**config.mk**
```make
export PLATFORM = sky130hd
export DESIGN_NAME = aes_block_loader
export DESIGN_NICKNAME = d
export VERILOG_FILES = /design/src/rtl/aes_block_loader.sv
export SDC_FILE = /design/constraint.sdc
export NUM_CORES = 1
export LEC_CHECK = 0
export CORE_ASPECT_RATIO = 1.2
export CORE_UTILIZATION = 55
export CTS_BUF_LIST = sky130_fd_sc_hd__clkbuf_8
export DETAILED_ROUTE_END_ITERATION = 8
export PLACE_DENSITY = 0.88
export SLEW_MARGIN = 25
export SYNTH_ARGS = -nofsm -noshare
export SYNTH_HDL_FRONTEND = slang
export SYNTH_SLANG_ARGS = --single-unit
```
**constraint.sdc**
```tcl
create_clock -name clk -period 3.6 [get_ports clk]
set_clock_uncertainty 0.15 [all_clocks]
set_input_delay 0.36 -clock clk [delete_from_list [all_inputs] [get_ports clk]]
set_output_delay 0.36 -clock clk [all_outputs]
set_load 0.01 [all_outputs]
```
**src/rtl/aes_block_loader.sv**
```systemverilog
`default_nettype none
// ============================================================================
//  Module   : aes_block_loader
//  Purpose  : Drains the 8-bit plaintext FIFO and packs bytes big-endian into
//             BYTES-wide blocks for the AES core. On a host flush the partial
//             final block is padded (pad value = number of pad bytes) and
//             tagged as last. Blocks leave through a valid/ready handshake.
//  Revision : 1.0 - initial release
// ============================================================================
module aes_block_loader #(
    parameter int BYTES = 16,
    parameter int CNT_W = 16
) (
    input  logic                 clk,
    input  logic                 n_rst,
    input  logic                 enable,
    input  logic                 flush,
    input  logic                 fifo_empty,
    input  logic [7:0]           fifo_r_data,
    output logic                 fifo_r_enable,
    input  logic                 blk_ready,
    output logic                 blk_valid,
    output logic [8*BYTES-1:0]   blk_data,
    output logic                 blk_last,
    output logic                 flush_done,
    output logic [CNT_W-1:0]     blk_count,
    output logic                 busy
);

    localparam int         C_CW   = (BYTES > 1) ? $clog2(BYTES) : 1;
    localparam logic [1:0] C_FILL = 2'd0;
    localparam logic [1:0] C_PAD  = 2'd1;
    localparam logic [1:0] C_OUT  = 2'd2;

    logic [1:0]          state_q, state_d;
    logic [C_CW-1:0]     count_q, count_d;
    logic [8*BYTES-1:0]  data_q, data_d;
    logic                last_q, last_d;
    logic                pend_q, pend_d;
    logic                done_q, done_d;
    logic [CNT_W-1:0]    bcnt_q, bcnt_d;

    logic                w_pop;
    logic                w_full;
    logic                w_flush_go;
    logic [7:0]          w_pad;

    // A pop always wins over a flush: flush only acts once the FIFO is empty.
    assign w_pop      = (state_q == C_FILL) & enable & ~fifo_empty;
    assign w_full     = (count_q == C_CW'(BYTES - 1));
    assign w_flush_go = (state_q == C_FILL) & enable & fifo_empty & pend_q;
    assign w_pad      = 8'(BYTES) - 8'(count_q);

    // State register
    always_ff @(posedge clk or negedge n_rst) begin
        if (!n_rst) begin
            state_q <= C_FILL;
        end else begin
            state_q <= state_d;
        end
    end

    // Next-state logic
    always_comb begin
        state_d = state_q;
        case (state_q)
            C_FILL: begin
                if (w_pop) begin
                    if (w_full) state_d = C_OUT;
                end else if (w_flush_go && (count_q != '0)) begin
                    state_d = C_PAD;
                end
            end
            C_PAD:   state_d = C_OUT;
            C_OUT:   if (blk_ready) state_d = C_FILL;
            default: state_d = C_FILL;
        endcase
    end

    // FSM outputs
    always_comb begin
        fifo_r_enable = w_pop;
        blk_valid     = (state_q == C_OUT);
        busy          = (count_q != '0) | (state_q != C_FILL) | pend_q;
    end

    // Datapath next values: byte packing, padding, flush bookkeeping
    always_comb begin
        count_d = count_q;
        data_d  = data_q;
        last_d  = last_q;
        done_d  = 1'b0;
        pend_d  = pend_q | flush;
        bcnt_d  = bcnt_q;
        case (state_q)
            C_FILL: begin
                if (w_pop) begin
                    for (int i = 0; i < BYTES; i++) begin
                        if (count_q == C_CW'(i)) data_d[8*(BYTES-1-i) +: 8] = fifo_r_data;
                    end
                    count_d = w_full ? '0 : count_q + C_CW'(1);
                    if (w_full) last_d = 1'b0;
                end else if (w_flush_go && (count_q == '0)) begin
                    // Nothing buffered: finish the flush without a block.
                    // A pulse arriving in this same cycle stays pending.
                    done_d = 1'b1;
                    pend_d = flush;
                end
            end
            C_PAD: begin
                for (int i = 0; i < BYTES; i++) begin
                    if (C_CW'(i) >= count_q) data_d[8*(BYTES-1-i) +: 8] = w_pad;
                end
                count_d = '0;
                last_d  = 1'b1;
            end
            C_OUT: begin
                if (blk_ready) begin
                    bcnt_d = bcnt_q + CNT_W'(1);
                    if (last_q) begin
                        done_d = 1'b1;
                        pend_d = flush;
                        last_d = 1'b0;
                    end
                end
            end
            default: ;
        endcase
    end

    // Datapath registers
    always_ff @(posedge clk or negedge n_rst) begin
        if (!n_rst) begin
            count_q <= '0;
            data_q  <= '0;
            last_q  <= 1'b0;
            pend_q  <= 1'b0;
            done_q  <= 1'b0;
            bcnt_q  <= '0;
        end else begin
            count_q <= count_d;
            data_q  <= data_d;
            last_q  <= last_d;
            pend_q  <= pend_d;
            done_q  <= done_d;
            bcnt_q  <= bcnt_d;
        end
    end

    assign blk_data   = data_q;
    assign blk_last   = last_q;
    assign flush_done = done_q;
    assign blk_count  = bcnt_q;

endmodule
`default_nettype wire
```
[After elaboration in Yosys (flattened, before gate mapping)]
Cells that the tools add are included.
Word-level totals
  logic and storage cells: 186
  flip-flop bits (word level): 153
Cells by class
  bitwise operators: 8
  $lt $le $gt $ge: 16
  equal/unequal tests: 53
  multiplexer cells: 56
  add/subtract/negate cells: 3
  reductions and logical operators: 28
Operators with widths (count)
  8-bit 2-to-1 mux: 32
  128-bit one-hot mux with 2 select lines: 1
  128-bit 2-to-1 mux: 1
  4-bit AND reduction: 17
  2-bit inequality test (second input constant): 19
  4-bit equality test (second input constant): 8
  4-bit >= comparator (first input constant): 8
  2-bit by 1-bit inequality test with 1-bit output (second input constant): 15
  16-bit by 1-bit adder with 16-bit output (second input constant): 1
  4-bit by 3-bit equality test with 1-bit output (second input constant): 4
  3-bit by 4-bit >= comparator with 1-bit output (first input constant): 4
  1-bit 2-to-1 mux: 11
  4-bit by 2-bit equality test with 1-bit output (second input constant): 2
  1-bit by 4-bit >= comparator with 1-bit output (first input constant): 2
  2-bit by 4-bit >= comparator with 1-bit output (first input constant): 2
  2-bit 2-to-1 mux: 4
  4-bit 2-to-1 mux: 2
  4-bit one-hot mux with 2 select lines: 1
  2-bit one-hot mux with 3 select lines: 1
  5-bit by 4-bit subtractor with 6-bit output (first input constant): 1
  4-bit by 1-bit adder with 4-bit output (second input constant): 1
  1-bit AND: 4
  4-bit by 1-bit equality test with 1-bit output (second input constant): 1
  4-bit zero test: 1
  15 further kinds: 21

[Longest topological paths before layout]
  word-level depth: 8
  depth in mapped cells: 8
  gate-level depth less buffers: 6

[Worst setup path before layout]
Ideal clock, no wire load.
  path kind: reg2reg
  from: reg count_q[0]
  to: reg data_q[124], in the netlist blk_data[124]
  setup time: 0.132 ns
  data required time: 3.318 ns
  clock period less this slack: 2.284 ns
  stages on the path, launching flop included: 9
  arrival time: 2.002 ns
  slack: 1.316 ns
  buffers on the path: 2
  path through: dfrtp_1 -> clkbuf_1 -> inv_1 -> ha_1 -> or3b_1 -> a211o_1 -> clkbuf_1 -> nand2_1 -> o21ai_0
Between the ends
  word-level cells in the longest chain between the ends: 3
  elaborated cells on any way between the ends: 8
  classes of those cells: 1 x add/sub; 1 x order compare; 2 x eq/ne; 2 x mux; 2 x reduce/logical
RTL lines
  start, declared: RTL line 36  | logic [C_CW-1:0] count_q, count_d;
  start signal, assigned: RTL line 141  | count_q <= count_d;
  5-bit by 4-bit subtractor with 6-bit output, or another cell as far along: RTL line 52  | assign w_pad = 8'(BYTES) - 8'(count_q);
  8-bit 2-to-1 mux, or another cell as far along: RTL line 112  | if (C_CW'(i) >= count_q) data_d[8*(BYTES-1-i) +: 8] = w_pad;
  128-bit one-hot mux with 2 select lines or 4-bit AND reduction (tied branches)
  end signal, assigned: RTL line 142  | data_q <= data_d;
  end, declared: RTL line 37  | logic [8*BYTES-1:0] data_q, data_d;
Parallel ways exist; a longest one is shown, timed or not. The select of a mux whose other input is x is not followed.
A chain may end at the register's enable or synchronous reset.

[Worst setup path after layout]
  from: reg count_q[0]
  to: out busy
Between the ends
  word-level cells in the longest chain between the ends: 3
RTL lines
  4-bit nonzero test: RTL line 84  | busy = (count_q != '0) | (state_q != C_FILL) | pend_q;
  1-bit bitwise OR (2 in series): RTL line 84
  end, declared: RTL line 27  | output logic busy
No other way between the ends.

==> results.sh <==
export IMPL_status="complete, no violations"
export IMPL_synth_main_ff_cell="dfrtp_1"
export IMPL_start_util=0.574
export IMPL_rsz0062_at_grt="false"
export IMPL_pre_cts_ws_ns=0.514
export IMPL_finalSetupViolations=0
export IMPL_area_delta_synth_final_pct=34.4
export IMPL_clk_latency_ns=0.45
export IMPL_wl_per_cell_um=19.9
export IMPL_synth_top_family_by_area="multiplexers"
export IMPL_cts_root_buf="clkbuf_8"
export IMPL_avgViaCountPerCell=5.56
export IMPL_hold_viol_final=0
export IMPL_synth_top_cell_by_area="dfrtp_1"
export IMPL_fin_nets=696
export IMPL_portBuffers=162
export IMPL_postRouteAntennaNets=0
export IMPL_power_density_nw_per_um2=931
export IMPL_required_ns=3.09
export IMPL_worst_path_buf_inv=2
export IMPL_hpwl_um=11700
export IMPL_cap_violations=0
export IMPL_grt_pass1_wl_um=26400
export IMPL_critPathLaunchType="flop"
export IMPL_core_um2=11200
export IMPL_finalWirelength_um=16800
export IMPL_synth_top_area_share=0.596
export IMPL_ys_seq_elements=153
export IMPL_power_share_sequential=0.374
export IMPL_dieArea_um2=12100
export IMPL_drive_gt1_frac=0.193
export IMPL_die_height_um=120
export IMPL_dr_pass1_iters=5
export IMPL_fin_crit_ns=3.15
export IMPL_syn_area_um2=6430
export IMPL_ys_seq_area_frac=0.596
export IMPL_critPathMaxFanout=12
export IMPL_power_switching_w=0.00277
export IMPL_crit_arrival_ns=2.64
export IMPL_end_kind="primary output"
export IMPL_muxShareOfSynthArea=0.140
export IMPL_tns_ns=0
export IMPL_drc=0
export IMPL_cts_max_level=4
export IMPL_irDropWorstVdd_mv=0.538
export IMPL_synth_fa_ha_area_frac=0.00973
export IMPL_cts_max_path_buffers=2
export IMPL_row_count=42
export IMPL_final_setup_worst_slack_ns=0.448
export IMPL_synth_fp_nets=532
export IMPL_fmax_ghz=0.317
export IMPL_ys_top_cells_by_area="dfrtp_1 60%, mux2_2 13%, a21oi_1 3.0%, nand2_1 2.7%, a2111oi_4 2.6%"
export IMPL_drv_slew=0
export IMPL_synth_warnings=0
export IMPL_grt_usage=0.295
export IMPL_relSlewSlack=0.437
export IMPL_drtIter0Drc=306
export IMPL_worstMarginPinSlew_ns=0.835
export IMPL_slowest_stage="dfrtp_1"
export IMPL_synth_cell_types=53
export IMPL_synth_edf_count=0
export IMPL_cpPeakStageDelay_ns=0.52
export IMPL_internal_power_w=0.00527
export IMPL_crit_family="buffers and inverters"
export IMPL_ios=163
export IMPL_synth_async_reset_ratio=1.00
export IMPL_clock_sinks=153
export IMPL_swShare=0.345
export IMPL_grt_pass1_vias=4875
export IMPL_vias=4683
export IMPL_routabilityCongestion=0.853
export IMPL_combPwrFrac=0.442
export IMPL_crit_type="reg -> out"
export IMPL_synth_compound_area_frac=0.111
export IMPL_grt_ovfl_total=0
export IMPL_antenna_cells=0
export IMPL_yosys_top_cells_count="153 x dfrtp_1, 76 x mux2_2, 46 x nand2_1"
export IMPL_synth_simple_area_share=0.0899
export IMPL_synth_most_common_cell="dfrtp_1"
export IMPL_hp_class="reg -> reg"
export IMPL_netlist_instances=513
export IMPL_numCtsBuffers=17
export IMPL_fp_dieW_um=101
export IMPL_leakage_nw=3.66
export IMPL_antenna_found_initial=0
export IMPL_grt_max_degree=95
export IMPL_cts_tree="yes"
export IMPL_syn_area_per_cell_um2=12.5
export IMPL_crit_chain="inv_1 -> ha_1 -> or3b_1 -> nand3b_1 -> clkdlybuf4s50_1"
export IMPL_finalCritPeriodShare=0.876
export IMPL_path_clk_slew_ns=0.07
export IMPL_synth_xor_area_frac=0.0245
export IMPL_pwr_share_clk=0.184
export IMPL_utilization=0.772
## worst reg2reg max path, stage by stage (launching register included)
cell	delay, ns
dfrtp_1	0.52
buf_4	0.35
nand2b_1	0.62
o21ai_0	0.49
mux2_2	0.41
## per-stage QoR
step | hold slack (ns) | instances | total power [W] | instance area (um^2)
floorplan | -0.0856 | 513 | 0.00459 | 6430
global placement | 0.310 | 811 | 0.00639 | 8170
detailed placement | 0.321 | 811 | 0.00657 | 8180
CTS | 0.334 | 842 | 0.00809 | 8640
global route | 0.358 | 842 | 0.00845 | 8640
finish | 0.328 | 842 | 0.00804 | 8640
## repair_timing
item | in CTS | in global routing
buffers inserted | 0 | 0
hold buffers | 1 | 0
gates resized for setup | 0 | 0
endpoints found under the hold margin | 91 | 0
setup endpoints to repair | 0 | 0
## power groups by stage
stage	clock, W	combinational (W)	sequential, W
finish	0.00148	0.00356	0.00301
global route	0.00156	0.00380	0.00308
CTS	0.00150	0.00358	0.00300
detailed placement	0	0.00355	0.00302
global placement	0	0.00342	0.00297
floorplan	0	0.00138	0.00320
## cells by family after synthesis
family,count (synthesis)
flip-flops,153
AO/OA/AOI/OAI,99
adder cells (fa/ha/maj),5
AND/OR/NAND/NOR,120
multiplexers,80
XOR/XNOR,18
buffers and inverters,38
## cells in the final DEF (no fill, tap or decap), types with 3 or more instances in the layout
cell / count
nand2b_1: 3
a2111oi_4: 6
dfrtp_1: 153
a21oi_1: 39
nand4_1: 6
buf_4: 11
ha_1: 5
nand3b_1: 3
nor3_1: 3
xor2_1: 4
bufinv_16: 5
nand3_1: 5
o21a_1: 3
clkbuf_8: 19
and2_1: 3
mux2_2: 76
mux2i_1: 3
o21ai_0: 33
xnor2_1: 14
nand2_1: 46
clkdlybuf4s50_1: 161
nor2_1: 35
inv_1: 9
## per-layer routing
layer | global-route usage | part of all wire | vias up | wire length, um
met4 | 0.149 | 0.033 | 0 | 561
met3 | 0.0867 | 0.069 | 36 | 1150
met2 | 0.493 | 0.52 | 183 | 8640
met1 | 0.345 | 0.38 | 2348 | 6390
li1 | - | - | 2116 | -
met5 | 0 | 0 | - | 0
## layout make-up
type,instances,area (um^2)
clock buffer,19,262
clock inverter,11,194
fill,709,2550
inverter,9,35.0
multi-input combinational,322,2410
sequential,153,3830
tap,154,193
timing repair buffer,174,1720
## state kept, by name (all words and copies together), names as in the netlist
register	count
blk_count	16
blk_last	1
pend_q	1
blk_data	128
flush_done	1
state_q	2
count_q	4
## final timing paths
check | depth (start not counted) | slack, ns | to | start
worst max-delay path | 5 | 0.45 | busy | count_q[0]$_DFFE_PN0P_
worst min-delay path | 1 | 0.33 | blk_count[15]$_DFFE_PN0P_ | blk_count[15]$_DFFE_PN0P_
worst max register to register | 4 | 0.95 | blk_data[2]$_DFFE_PN0P_ | state_q[1]$_DFFE_PN0P_
worst min register to register | 1 | 0.33 | blk_count[15]$_DFFE_PN0P_ | blk_count[15]$_DFFE_PN0P_
max in group asynchronous | 3 | 2.02 | blk_data[72]$_DFFE_PN0P_ | n_rst
min in group asynchronous | 2 | 0.40 | blk_data[49]$_DFFE_PN0P_ | n_rst
Note: power is estimated with default switching activity, not from simulation.
